--- src/rtl/cond_hs_responder.sv ---
// Conditional handshake responder: mode-gated req/ack FSM with
// fixed ack latency, plus a first-word fall-through data buffer.
module cond_hs_responder #(
  parameter int DW      = 8,
  parameter int DEPTH   = 4,
  parameter int ACK_LAT = 1
) (
  input  logic          clk,
  input  logic          rst_n,
  input  logic          mode,
  input  logic          req,
  output logic          ack,
  input  logic          valid,
  input  logic [DW-1:0] din,
  output logic          ready,
  output logic          dout_valid,
  output logic [DW-1:0] dout,
  input  logic          dout_ready,
  output logic [7:0]    ack_count
);

  localparam int AW = (DEPTH > 1) ? $clog2(DEPTH) : 1;
  localparam int CW = AW + 1;
  localparam int LW = 3;

  typedef enum logic [1:0] {
    S_IDLE,
    S_WAIT,
    S_ACK
  } st_e;

  st_e           st_q;
  logic [LW-1:0] lat_q;
  logic          ack_q;
  logic [7:0]    ackc_q;
  logic          hit;

  assign hit = mode && req;

  // ack and ack_count are registered alongside the WAIT -> ACK move
  always_ff @(posedge clk or negedge rst_n) begin
    if (!rst_n) begin
      st_q   <= S_IDLE;
      lat_q  <= '0;
      ack_q  <= 1'b0;
      ackc_q <= '0;
    end else begin
      ack_q <= 1'b0;
      unique case (st_q)
        S_IDLE: begin
          if (hit) begin
            st_q  <= S_WAIT;
            lat_q <= LW'(ACK_LAT - 1);
          end
        end
        S_WAIT: begin
          if (!hit) begin
            st_q <= S_IDLE;
          end else if (lat_q == '0) begin
            st_q  <= S_ACK;
            ack_q <= 1'b1;
            if (ackc_q != 8'hFF) ackc_q <= ackc_q + 8'd1;
          end else begin
            lat_q <= lat_q - LW'(1);
          end
        end
        S_ACK:   st_q <= S_IDLE;
        default: st_q <= S_IDLE;
      endcase
    end
  end

  assign ack       = ack_q;
  assign ack_count = ackc_q;

  logic [DW-1:0] mem [DEPTH];
  logic [AW-1:0] wr_q, wr_d;
  logic [AW-1:0] rd_q, rd_d;
  logic [CW-1:0] cnt_q, cnt_d;
  logic          push, pop;

  assign ready      = !mode && (cnt_q < CW'(DEPTH));
  assign dout_valid = (cnt_q != '0);
  assign dout       = mem[rd_q];
  assign push       = valid && ready;
  assign pop        = dout_valid && dout_ready;

  always_comb begin
    wr_d  = wr_q;
    rd_d  = rd_q;
    cnt_d = cnt_q;
    if (push) wr_d = wr_q + AW'(1);
    if (pop)  rd_d = rd_q + AW'(1);
    unique case ({push, pop})
      2'b10:   cnt_d = cnt_q + CW'(1);
      2'b01:   cnt_d = cnt_q - CW'(1);
      default: cnt_d = cnt_q;
    endcase
  end

  always_ff @(posedge clk or negedge rst_n) begin
    if (!rst_n) begin
      wr_q  <= '0;
      rd_q  <= '0;
      cnt_q <= '0;
    end else begin
      wr_q  <= wr_d;
      rd_q  <= rd_d;
      cnt_q <= cnt_d;
    end
  end

  // storage holds no reset; dout is meaningless while empty
  always_ff @(posedge clk) begin
    if (push) mem[wr_q] <= din;
  end

endmodule

--- config.mk ---
export PLATFORM = sky130hd
export DESIGN_NAME = cond_hs_responder
export DESIGN_NICKNAME = d
export VERILOG_FILES = /design/src/rtl/cond_hs_responder.sv
export SDC_FILE = /design/constraint.sdc
export NUM_CORES = 1
export LEC_CHECK = 0
export CAP_MARGIN = 20
export CORE_MARGIN = 2
export CORE_UTILIZATION = 25
export DETAILED_ROUTE_END_ITERATION = 8
export GPL_TIMING_DRIVEN = 0
export PLACE_DENSITY = 0.52
export SYNTH_ARGS = -nofsm -noshare
export SYNTH_HDL_FRONTEND = slang
export SYNTH_SLANG_ARGS = --single-unit
--- constraint.sdc ---
create_clock -name clk -period 2 [get_ports clk]
set_clock_uncertainty 0.2 [all_clocks]
set_input_delay 0.4 -clock clk [delete_from_list [all_inputs] [get_ports clk]]
set_output_delay 0.4 -clock clk [all_outputs]
set_load 0.01 [all_outputs]
Yosys cells after proc, flatten, opt, wreduce, memory -nomap -nowiden
Memory sizes are Yosys's and may differ from the RTL's.
Index checks and enable logic that the tools add are counted.
W data, S select, Z words.
{"block": "totals", "regBits": 21, "mem_bits_rw": 32, "out_inout_bits": 19, "word_cells": 50, "n_memories": 1}
{"name": "mem", "depth": 4, "word_bits": 8, "rd": 1, "rd_ports_with_merged_regs": 0, "write_ports": 1, "line_no": "76", "text": "logic [DW-1:0] mem [DEPTH];"}
{"block": "classes", "n_addsub": 6, "order_cmp": 1, "eq_ne": 8, "mux": 14, "reduce_logical": 13}
{"operator": "$pmux W3 S2", "n": 2}
{"operator": "$mux W3", "n": 3}
{"operator": "$add A8 B1 Y8 const B", "n": 1}
{"operator": "$ne A8 B8 Y1 const B", "n": 1}
{"operator": "$reduce_and A4 Y1", "n": 2}
{"operator": "$mux W2", "n": 3}
{"operator": "$ne A2 B2 Y1 const B", "n": 3}
{"operator": "$sub A3 B1 Y3 const B", "n": 2}
{"operator": "$mux W1", "n": 5}
{"operator": "$add A2 B1 Y2 const B", "n": 2}
{"operator": "$eq A2 B1 Y1 const B", "n": 2}
{"operator": "$logic_and A1 B1 Y1", "n": 4}
{"operator": "$pmux W2 S2", "n": 1}
{"operator": "$reduce_bool A2 Y1", "n": 2}
{"operator": "$add A3 B1 Y3 const B", "n": 1}
{"operator": "$logic_not A3 Y1", "n": 1}
{"operator": "$lt A3 B3 Y1 const B", "n": 1}
{"operator": "$ne A3 B3 Y1 const B", "n": 1}
{"operator": "$reduce_bool A3 Y1", "n": 1}
{"operator": "$eq A2 B2 Y1 const B", "n": 1}
{"operator": "$logic_not A2 Y1", "n": 1}
{"operator": "$reduce_and A2 Y1", "n": 1}
{"operator": "$logic_not A1 Y1", "n": 1}

Depth between registers and ports, before layout
{"block": "depth", "ltp_word": 5, "mapped_depth": 9, "ltp_nobuf": 9}

Least setup slack after synthesis
Ideal clock, no wire load.
{"block": "synth_path", "path_kind": "reg2reg", "from": "register cnt_q[1]", "to": "register cnt_q[1]", "setup_time_ns": 0.083, "arrival_ns": 1.767, "setup_slack_ns": -0.050, "stages_incl_launch_ff": 7, "n_path_buf": 0, "period_less_slack_ns": 2.050, "cell_sequence": "dfrtp_1 > or3_1 > and2_4 > ha_1 > inv_1 > fa_1 > o21ai_0"}
{"item": "start, declared", "line_no": "79", "text": "logic [CW-1:0] cnt_q, cnt_d;"}
{"item": "start signal, assigned", "line_no": "109", "text": "cnt_q <= cnt_d;"}
{"item": "$reduce_bool A3 Y1 *", "line_no": "83", "text": "assign dout_valid = (cnt_q != '0);"}
{"item": "named net dout_valid", "line_no": "16", "text": "output logic dout_valid,"}
{"item": "$logic_and A1 B1 Y1 *", "line_no": "86", "text": "assign pop = dout_valid && dout_ready;"}
{"item": "named net pop", "line_no": "80", "text": "logic push, pop;"}
{"item": "$eq A2 B1 Y1 / $eq A2 B2 Y1 (equally long branches)", "line_no": "94", "text": "unique case ({push, pop})"}
{"item": "$pmux W3 S2 / $reduce_bool A2 Y1 (equally long branches)"}
Mark *: on every way through the listed nets, which the timed path passes. The rest lies on a longest branch.
A chain may end at the register's enable or synchronous reset.

Final worst setup path
{"block": "layout_path", "from": "register rd_q[0]", "to": "output dout[3]"}
{"block": "layout_between", "elab_chain_cells": 1}
{"item": "start, declared", "line_no": "78", "text": "logic [AW-1:0] rd_q, rd_d;"}
{"item": "start signal, assigned", "line_no": "108", "text": "rd_q <= rd_d;"}
{"item": "$mem_v2 Z4 W8"}
{"item": "end, declared", "line_no": "17", "text": "output logic [DW-1:0] dout,"}
No other way between the ends.

==> impl_metrics.tcl <==
set metrics [dict create \
    switchingPower_mw 1.008 \
    ys_ff_latch 53 \
    highest_layer "met4" \
    fin_area_um2 2912 \
    path_common_cell "buf_6" \
    cp_num_buf_inv 3 \
    rsz0062_at_grt "true" \
    placed_area_um2 2709 \
    place_ws_ps -607.5 \
    slowest_delay_ps 510 \
    grt_start_max_net_pins 22 \
    timing.rr.start "cnt_q[2]" \
    synth_edf_count 32 \
    worst_pin_slew_ps 435.6 \
    fill_cells 854 \
    grt_pass1_vias 1372 \
    reg2reg_slack_ps 10 \
    core_um2 8721 \
    wl_met2_um 1844 \
    ioPinCount 33 \
    vdd_drop_max_v 0.0005031 \
    cts_root_buf "clkbuf_8" \
    critPathKind "reg2out" \
    worst_ep_required_time_ps 1400 \
    powerDensity_nw_per_um2 1138 \
    synthArstFlopShare_pct 39.62 \
    die-area_um2 9737 \
    final_cell_count_no_fill 298 \
    p_leak_nw 1.123 \
    vias 1261 \
    power_frac_seq_pct 44.8 \
    start_kind "flop" \
    setup.worst_path.end_class "primary output" \
    cp_top_family "multiplexers" \
    wl_met1_um 1928 \
    firstDrtPassIters 4 \
    r2r-end "cnt_q[2]" \
    slew_headroom_pct 70.96 \
    nets 212 \
    drv_slew 0 \
    synth_ff_type "edfxtp_1" \
    dp.cells 283 \
    yosys_warnings 0 \
    cellInternalPower_mw 2.304 \
    dp_hpwl_um 2698 \
    crit_fanout 5 \
    cts_sinks 53 \
    wl_um 4027 \
    pwr-share-comb_pct 37.1 \
    syn-instance-count 143 \
    fp.dieH_um 98.68 \
    cts_tree "yes" \
    worstRegToRegCells 8 \
    cts_hold_buf 0 \
    met3WireLength_um 240 \
    groute.usage.overall_pct 8.917 \
    netlist_area_um2 2241 \
    drv_cap 0 \
    synth_fp_nets 166 \
    crit_chain "buf_8, buf_6, mux4_2, buf_6" \
    grt_overflow 0 \
    setup_ws_ps -148.5 \
    syn_to_final_growth_pct 29.93 \
    yosysSeqAreaShare_pct 66.33 \
    clock_power_share_pct 18.1 \
    num_antenna_cells 0 \
    failed_checks "setup timing" \
    hold_path_class "in2async" \
    initial_core_util_pct 25.70 \
    grt_pass1_wl_um 6824 \
    post-route-period-util_pct 107.4 \
    slowest_stage "mux4_2" \
    io_buffers 32 \
    avgViaCountPerCell 4.232 \
    cts.clk_slew.worst_paths_ps 90 \
    fmax_mhz 465.4 \
    htreeDepth 2 \
    multi_input_comb_area_um2 742.0 \
    sw_frac_of_total_pct 30.44 \
    drt_iter0_drc 15 \
    regArea_um2 1490 \
    antenna_found_initial 0 \
    wl_per_cell_um 13.51 \
    hold_violations 0 \
    arrival_ps 1550 \
    p_total_mw 3.312 \
    clock_latency_ps 300 \
    min_period_ps 2149 \
    ys_types 31 \
    layout-drive-gt1-share_pct 27.37 \
    ant_nets 0 \
    numCtsBuffers 5 \
    status "finished with violations" \
    gp_congestion 0.7177 \
    setup_viol_count_final 8 \
    placementRows 34 \
    die_w_um 98.68 \
    drc 0 \
    clock_path_buffers 2 \
    syn_avg_cell_area_um2 15.67 \
]
logic make-up after synthesis:
kind of cell,after synthesis,synth area share (%)
AOI/OAI and AO/OA,8,1.898
xor gates and xnor gates,9,3.518
adders and majority gates,9,5.360
buffers and inverters,12,2.066
DFF,53,66.33
muxes,12,10.16
and+or+nand+nor,40,10.67
through the flow:
stage / utilization (%) / hold slack [ps] / setup TNS (ps)
global placement: 31.06 / 295.9 / -11160
floorplan: - / -95.59 / 0
global route: 33.39 / 110.9 / -1605
finish: 33.39 / 124.3 / -985.5
detailed placement: 31.06 / 298.0 / -11340
CTS: 32.77 / 342.5 / -1166
what timing repair did:
| item | in CTS | in global routing |
|---|---|---|
| gates resized for setup | 49 | 6 |
| setup endpoints to repair | 12 | 13 |
| pin swaps | 1 | 3 |
| setup buffers | 6 | 1 |
cells in the mapped netlist, drive strengths merged (3+ instances only):
master / count / area (µm²)
mux2: 3 / 37.53
and3: 6 / 37.54
inv: 10 / 37.54
xor2: 3 / 26.28
nor2: 8 / 37.54
dfrtp: 21 / 525.5
o21ai: 6 / 30.03
nand3: 6 / 35.03
edfxtp: 32 / 960.9
nand2: 11 / 43.80
xnor2: 6 / 52.55
mux4: 8 / 180.2
ha: 8 / 100.1
how the worst max path moves through the flow:
stage	start	end	slack, ps	depth (start not counted)
global placement	mode	cnt_q[2]	-600	10
finish	rd_q[0]	dout[3]	-150	4
CTS	rd_q[0]	dout[3]	-180	4
detailed placement	mode	cnt_q[2]	-610	10
global route	rd_q[0]	dout[1]	-220	4
floorplan	cnt_q[0]	cnt_q[2]	3	8
routing by layer:
metal / track usage, % / up-vias
li1: - / 604
met1: 12.27 / 618
met2: 14.02 / 36
met3: 2.766 / 3
met4: 1.897 / 0
met5: 0 / -
layout make-up:
type,instances,share of cell area (%)
Sequential cell,53,51.18
Multi-Input combinational cell,78,25.48
Timing Repair Buffer,40,13.88
Tap cell,108,4.641
Clock buffer,6,2.492
Inverter,10,1.289
Clock inverter,2,0.5157
Buffer,1,0.5157
registers in the layout (all words and copies together) (netlist names):
| signal | count |
|---|---|
| st_q | 2 |
| ack_count | 8 |
| rd_q | 2 |
| mem | 32 |
| ack | 1 |
| lat_q | 3 |
| cnt_q | 3 |
| wr_q | 2 |
power groups by stage:
stage | registers [mW] | logic [mW] | clock network (mW)
after floorplan | 1.45 | 0.663 | 0
after global placement | 1.46 | 1.09 | 0
after detailed placement | 1.46 | 1.11 | 0
after CTS | 1.49 | 1.18 | 0.621
after global routing | 1.50 | 1.37 | 0.681
final | 1.48 | 1.23 | 0.599
cells in the final DEF (no fill, tap or decap), types with 3 or more instances in the layout:
master,Yosys,layout
nor2_1,7,6
nand3_1,5,5
ha_1,8,7
o21ai_0,6,5
xnor2_1,6,6
nand2_1,10,10
clkbuf_8,0,5
clkdlybuf4s50_1,0,20
buf_4,0,5
dlygate4sd2_1,0,3
mux4_2,8,8
inv_1,10,8
and3_1,6,6
buf_6,0,6
edfxtp_1,32,32
buf_2,1,3
dfrtp_1,21,18
dfrtp_2,0,3
xor2_1,3,3
No activity file was read; power rests on OpenSTA's default activity.
